## src/rtl/mux_tree_pipe_config.sv

```systemverilog
// Configurable 2^K:1 mux tree with an optional tapped partial-tree output.
// ConfigBits[3:2] pick the timing mode: combinational, a single output
// register, or fully pipelined with one register per tree level.
// ConfigBits[1:0] pick the tap level. A valid chain tracks EN through the
// active mode's latency and is flushed whenever the configuration changes.
module mux_tree_pipe_config #(
  parameter int SEL_BITS     = 3,
  parameter int NoConfigBits = 4
) (
  input  logic                        UserCLK,
  input  logic                        SR,
  input  logic                        EN,
  input  logic [(1<<SEL_BITS)-1:0]    I,
  input  logic [SEL_BITS-1:0]         S,
  input  logic [NoConfigBits-1:0]     ConfigBits,
  output logic                        M_FULL,
  output logic                        M_TAP,
  output logic                        Q_VALID
);

  localparam int K = SEL_BITS;
  localparam int N = 1 << SEL_BITS;

  logic [NoConfigBits-1:0] cfg_q;
  logic                    chg_s;
  logic                    pipe_s;
  logic                    sreg_s;
  logic [2:0]              tap_lvl_s;
  logic [K-1:0]            tap_mask_s;
  logic                    comb_full_s;
  logic                    comb_tap_s;
  logic                    sfull_q;
  logic                    stap_q;

  // Stage j register holds level-j nodes; src arrays present the input of each stage.
  logic [N-1:0] src_s     [0:K-1];
  logic [K-1:0] src_sel_s [0:K-1];
  logic         src_tap_s [0:K-1];
  logic [N-1:0] lvl_d     [1:K];
  logic [N-1:0] lvl_q     [1:K];
  logic [K-1:0] sel_d     [1:K-1];
  logic [K-1:0] sel_q     [1:K-1];
  logic         tap_d     [1:K];
  logic         tap_q     [1:K];
  logic [K:1]   vld_d;
  logic [K:1]   vld_q;

  // Decode mode, clamped tap level and config-change detect; combinational tree results.
  always_comb begin
    chg_s  = (ConfigBits != cfg_q);
    pipe_s = ConfigBits[3] & ConfigBits[2];
    sreg_s = ConfigBits[3] & ~ConfigBits[2];
    tap_lvl_s = {1'b0, ConfigBits[1:0]} + 3'd1;
    if (tap_lvl_s > 3'(K)) begin
      tap_lvl_s = 3'(K);
    end else begin
      tap_lvl_s = tap_lvl_s;
    end
    tap_mask_s = '0;
    for (int b = 0; b < K; b++) begin
      tap_mask_s[b] = (b < int'(tap_lvl_s));
    end
    comb_full_s = I[S];
    comb_tap_s  = I[S & tap_mask_s];
  end

  // Per-level mux network for the pipelined mode, with selects and tap travelling alongside.
  always_comb begin
    src_s[0]     = I;
    src_sel_s[0] = S;
    src_tap_s[0] = 1'b0;
    for (int j = 1; j < K; j++) begin
      src_s[j]     = lvl_q[j];
      src_sel_s[j] = sel_q[j];
      src_tap_s[j] = tap_q[j];
    end
    for (int j = 1; j <= K; j++) begin
      lvl_d[j] = '0;
      for (int n = 0; n < N / 2; n++) begin
        if (n < (N >> j)) begin
          lvl_d[j][n] = src_sel_s[j-1][j-1] ? src_s[j-1][2*n+1] : src_s[j-1][2*n];
        end else begin
          lvl_d[j][n] = 1'b0;
        end
      end
      if (j == int'(tap_lvl_s)) begin
        tap_d[j] = lvl_d[j][0];
      end else if (j > int'(tap_lvl_s)) begin
        tap_d[j] = src_tap_s[j-1];
      end else begin
        tap_d[j] = 1'b0;
      end
    end
    for (int j = 1; j < K; j++) begin
      sel_d[j] = src_sel_s[j-1];
    end
    vld_d[1] = EN;
    for (int j = 2; j <= K; j++) begin
      vld_d[j] = vld_q[j-1];
    end
  end

  // State update: reset clears everything, a config change flushes only the valid chain.
  always_ff @(posedge UserCLK) begin
    cfg_q <= ConfigBits;
    if (SR) begin
      vld_q   <= '0;
      sfull_q <= 1'b0;
      stap_q  <= 1'b0;
      for (int j = 1; j <= K; j++) begin
        lvl_q[j] <= '0;
        tap_q[j] <= 1'b0;
      end
      for (int j = 1; j < K; j++) begin
        sel_q[j] <= '0;
      end
    end else begin
      sfull_q <= comb_full_s;
      stap_q  <= comb_tap_s;
      for (int j = 1; j <= K; j++) begin
        lvl_q[j] <= lvl_d[j];
        tap_q[j] <= tap_d[j];
      end
      for (int j = 1; j < K; j++) begin
        sel_q[j] <= sel_d[j];
      end
      if (chg_s) begin
        vld_q <= '0;
      end else begin
        vld_q <= vld_d;
      end
    end
  end

  // Output selection by mode; a pending config change always masks the valid flag.
  always_comb begin
    if (pipe_s) begin
      M_FULL  = lvl_q[K][0];
      M_TAP   = tap_q[K];
      Q_VALID = vld_q[K] & ~chg_s;
    end else if (sreg_s) begin
      M_FULL  = sfull_q;
      M_TAP   = stap_q;
      Q_VALID = vld_q[1] & ~chg_s;
    end else begin
      M_FULL  = comb_full_s;
      M_TAP   = comb_tap_s;
      Q_VALID = EN & ~chg_s;
    end
  end

endmodule

```

## config.mk

```make
export PLATFORM = sky130hd
export DESIGN_NAME = mux_tree_pipe_config
export DESIGN_NICKNAME = d
export VERILOG_FILES = /design/src/rtl/mux_tree_pipe_config.sv
export SDC_FILE = /design/constraint.sdc
export NUM_CORES = 1
export LEC_CHECK = 0
export ABC_AREA = 0
export BUFFER_PORTS_ARGS = -buffer_cell sky130_fd_sc_hd__buf_4
export CAP_MARGIN = 20
export CORE_UTILIZATION = 45
export CTS_BUF_LIST = sky130_fd_sc_hd__clkbuf_8 sky130_fd_sc_hd__clkbuf_16
export DETAILED_ROUTE_END_ITERATION = 16
export HOLD_SLACK_MARGIN = 0.12
export PLACE_DENSITY = 0.69
export SLEW_MARGIN = 20
export SYNTH_ARGS = -nofsm -noshare
export SYNTH_HDL_FRONTEND = slang
export SYNTH_SLANG_ARGS = --single-unit
```

## constraint.sdc

```tcl
create_clock -name UserCLK -period 1.78 [get_ports UserCLK]
set_input_delay 0.178 -clock UserCLK [delete_from_list [all_inputs] [get_ports UserCLK]]
set_output_delay 0.178 -clock UserCLK [all_outputs]
set_load 0.01 [all_outputs]
```

---- Word-level counts from Yosys, hierarchy flattened ----
Memory sizes are Yosys's and may differ from the RTL's.
Cells that the tools add are included.
W data, S select, Z words.
word-level totals
  register bits after elaboration ......... 9
  RAM bits ................................ 21
  input bits .............................. 18
  output and inout port bits .............. 3
  word-level logic and storage cells ...... 71
  memories ................................ 3
operators by class
  add/sub/neg operators ................... 1
  $lt $le $gt $ge ......................... 8
  eq/ne operators ......................... 4
  mux-type cells .......................... 34
  bitwise logic cells ..................... 16
  reduce and logical (&&, ||, !) cells .... 1
memory list
  memory  words  width  read ports  clocked after memory_dff  write ports  RTL line  text
  lvl_q   3      4      3           0                         3            40        logic [N-1:0] lvl_q [1:K];
  sel_q   2      3      2           0                         2            42        logic [K-1:0] sel_q [1:K-1];
  tap_q   3      1      3           0                         3            44        logic tap_q [1:K];
operators by type and width
  cell                   number
  $mux W1                26
  $mux W4                3
  $mux W3                3
  $lt A3 B4 Y1 const B   2
  $or A1 B1 Y1           8
  $bmux W1 S3            2
  $eq A3 B3 Y1 const A   2
  $gt A2 B3 Y1 const A   2
  $lt A1 B3 Y1 const A   2
  $and A1 B1 Y1          5
  $ne A4 B4 Y1           1
  $add A2 B1 Y3 const B  1
  $and A3 B3 Y3          1
  $eq A2 B3 Y1 const A   1
  $gt A3 B2 Y1 const B   1
  $lt A2 B3 Y1 const A   1
  $not A1 Y1             2
  $reduce_or A2 Y1       1

---- Longest topological paths before layout ----
  word-level depth ........................ 9
  depth in mapped cells ................... 5
  mapped depth without buffers ............ 4

---- Worst setup path after synthesis ----
No wires, ideal clock.
  path type ............................... input -> output
  start ................................... input S[0]
  end ..................................... output M_FULL
  data arrival time ....................... 1.133 ns
  setup slack ............................. 0.469 ns
  stages .................................. 4
  path buffers ............................ 1
  cell sequence ........................... buf_6 mux2i_1 mux4_2 mux2i_1
on the way
  word-level cells in the longest chain between the ends .. 4
RTL lines
  element                        RTL line  text
  start: declaration             14        input logic [SEL_BITS-1:0] S,
  $bmux W1 S3                    63        comb_full_s = I[S];
  $mux W1 (implied by the code)  63
  $mux W1                        141       end else if (sreg_s) begin
  $mux W1                        137       if (pipe_s) begin
  end: declaration               16        output logic M_FULL,
Every way passes these cells. The select of a mux whose other input is x is not followed.

---- Final worst setup path ----
  start ................................... input ConfigBits[2]
  end ..................................... output Q_VALID
on the way
  word-level cells in the longest chain between the ends .. 5
  elaborated cells between the ends (all ways) .. 10
  classes of those cells .................. eq/ne: 1; mux: 2; bitwise: 7
RTL lines
  element                                  RTL line       text
  start: declaration                       15             input logic [NoConfigBits-1:0] ConfigBits,
  $ne A4 B4 Y1                             50             chg_s = (ConfigBits != cfg_q);
  $not A1 Y1                               140, 144, 148
  $and A1 B1 Y1, on equally long branches  148, 144
  $mux W1                                  141
  $mux W1 *                                137
  end: declaration                         18             output logic Q_VALID
Every way passes the cells marked *; elsewhere a longest branch is shown, timed or not.

==> impl_metrics.env <==
export IMPL_run_status="complete, no violations"
export IMPL_max_stage_delay_ns=0.55
export IMPL_worst_path_max_delay_cell="dlygate4sd3_1"
export IMPL_synth_cell_types=16
export IMPL_die_w_um=44.8
export IMPL_cp_data_arrival_time_ns=1.56
export IMPL_wirelength_um=1540
export IMPL_critPathRequiredTime_ns=1.60
export IMPL_power_density_nw_per_um2=867
export IMPL_clkTransAtPathRegs_ns=0.07
export IMPL_synth_top_flop_cell="dfxtp_1"
export IMPL_maxCapViolCount=0
export IMPL_ios=21
export IMPL_ys_ff_latch=22
export IMPL_p_leak_uw=0.000491
export IMPL_grt_overflow=0
export IMPL_cts_sinks=22
export IMPL_whs_ns=0.140
export IMPL_port_buffers=20
export IMPL_synth_top_area_share_pct=53.4
export IMPL_crit_family="buffers and inverters"
export IMPL_critPathKind="in2out"
export IMPL_cts_tree="yes"
export IMPL_route_vias_total=593
export IMPL_synth_nets=92
export IMPL_viasPerCell=4.82
export IMPL_ys_seq_area_share_pct=53.4
export IMPL_async_flop_share_pct=0
export IMPL_drive_above_1_share_pct=29.6
export IMPL_reg2reg_depth=5
export IMPL_synth_common_cells="dfxtp_1 (22), mux2i_1 (14), nor2_1 (14)"
export IMPL_p_seq_share_pct=54.9
export IMPL_final_hold_violation_count=0
export IMPL_grt_max_degree=17
export IMPL_maxSlewHeadroom_pct=78.4
export IMPL_area_delta_synth_final_pct=33.8
export IMPL_grt_pass1_vias=601
export IMPL_die_h_um=44.8
export IMPL_p_sw_uw=207
export IMPL_avgRoutedWirePerCell_um=12.5
export IMPL_ant_nets=0
export IMPL_setup_viol_count_final=0
export IMPL_pwr_share_clk_pct=30.4
export IMPL_netSwitchingFraction_pct=21.6
export IMPL_drc_errors=0
export IMPL_crit_chain="dlygate4sd3_1 > buf_6 > xnor2_2 > nand4_1 > a211oi_2 > buf_4"
export IMPL_grt_pass1_wl_um=2460
export IMPL_yosys_warnings=0
export IMPL_fin_nets=118
export IMPL_coreArea_um2=1730
export IMPL_tns_ns=0
export IMPL_hpwlAfterDp_um=1020
export IMPL_p_int_uw=749
export IMPL_timing_fmax_mhz=577
export IMPL_start_kind="primary input"
export IMPL_fill_cells=158
export IMPL_gp_congestion=0.664
export IMPL_rows=15
export IMPL_p_comb_share_pct=14.6
export IMPL_drt_pass1_iterations=3
export IMPL_endpoint_kind="output pin"
export IMPL_worst_pin_slew_ns=0.315
export IMPL_worst_path_buf_inv=3
export IMPL_holdPathStages=2
export IMPL_yosys_area_top_type="dfxtp_1"
export IMPL_clk_insertion_delay_late_ns=0.25
export IMPL_clockBufferDepth=2
export IMPL_avgSynthCellArea_um2=11.1
export IMPL_drtIter0Drc=5
export IMPL_cts_buffers_inserted=3
export IMPL_syn_inst=74
export IMPL_path_max_fanout=2
export IMPL_min_period_over_period_pct=97.4
export IMPL_initial_core_util_pct=47.8
export IMPL_die_area_um2=2010
export IMPL_syn_area_um2=825
export IMPL_fin_worst_skew_ns=0.00476
export IMPL_cp_depth=6
export IMPL_peakVddDrop_mv=0.441
export IMPL_synth_enable_flop_cells=0
export IMPL_yosys_top_cells_area="dfxtp_1 (53%), mux2i_1 (17%), nor2_1 (6.4%)"
export IMPL_h_tree_depth=1
export IMPL_antenna_found_initial=0
export IMPL_slew_viol_final=0
export IMPL_hold_class="in2reg"
export IMPL_period_minus_slack_ns=1.73
export IMPL_yosysMostFrequentCell="dfxtp_1"
export IMPL_cts_root_buf="clkbuf_8"
export IMPL_antenna_cells=0
export IMPL_grt_usage_pct=17.4
## routing by layer
metal  global-route usage, %  share of wire [%]  wire length, um
met1                    21.0                 43              664
met2                    28.5                 51              785
met3                    4.80                4.6               71
met4                    9.09                1.3               20
met5                       0                  0                0
## cell families (layout without fill, tap and decap cells)
logic type             count (synthesis)  in the layout  share of synthesized area, %
AO/OA/AOI/OAI                          4              4                          3.34
buffers and inverters                  5             29                          3.19
multiplexers                          16             16                          22.9
XOR/XNOR                               4              4                          4.25
flip-flops                            22             22                          53.4
AND/OR/NAND/NOR                       23             23                          12.9
## layout by cell type, fill, tap and decap left out, drive strengths merged
master / Yosys / final
nand2: 1 / 1
o21ai: 1 / 1
dlygate4sd3: 0 / 4
and2: 3 / 3
a22oi: 1 / 1
mux4: 2 / 2
mux2i: 14 / 14
a211oi: 2 / 2
nor4: 1 / 1
nand4: 1 / 1
dfxtp: 22 / 22
buf: 1 / 22
nor2: 14 / 14
nor2b: 3 / 3
xnor2: 4 / 4
clkbuf: 4 / 3
## metrics by stage
step / total power (uW) / std cells / setup WS, ns / utilization [%] / area, um^2
after floorplan: 606 / 74 / 0.469 / - / 825
after global placement: 658 / 114 / 0.330 / 56.7 / 980
after detailed placement: 660 / 114 / 0.292 / 56.7 / 980
after CTS: 953 / 121 / 0.0209 / 61.4 / 1060
after global routing: 996 / 123 / -0.0220 / 63.9 / 1100
final: 956 / 123 / 0.0466 / 63.9 / 1100
## path summary, 6_finish.rpt
check	end	from	slack [ns]
min reg2reg	sel_q[2][2]	sel_q[1][2]	0.44
max	Q_VALID	ConfigBits[2]	0.05
min	vld_q[1]	EN	0.14
max reg2reg	vld_q[3]	cfg_q[2]	0.58
## power by group through the flow
| stage | Sequential [uW] | Combinational, uW | Clock, uW |
|---|---|---|---|
| 4_1_cts | 525 | 131 | 298 |
| 6_report | 525 | 140 | 291 |
| 5_1_grt | 528 | 155 | 314 |
| 2_1_floorplan | 534 | 72.0 | 0 |
| 3_5_place_dp | 536 | 124 | 0 |
| 3_3_place_gp | 535 | 122 | 0 |
## repair_timing
| item | in CTS | in global routing |
|---|---|---|
| setup buffers | 0 | 2 |
| hold buffers | 4 | 0 |
| endpoints found under the setup margin | 0 | 1 |
| gates resized for setup | 0 | 5 |
| hold endpoints to repair | 4 | 0 |
## sequential cells by signal, summed over array words and instances (netlist names)
name	cells
sfull_q	1
lvl_q	7
sel_q	3
vld_q	3
cfg_q	4
stap_q	1
tap_q	3
## final cells by class
| class | count | area [um^2] | area share, % |
|---|---|---|---|
| sequential | 22 | 440 | 39.9 |
| multi-input combinational | 47 | 378 | 34.2 |
| timing repair buffer | 26 | 213 | 19.3 |
| clock buffer | 3 | 41.3 | 3.74 |
| tap | 25 | 31.3 | 2.83 |
Power figures use the tool's default switching activity.
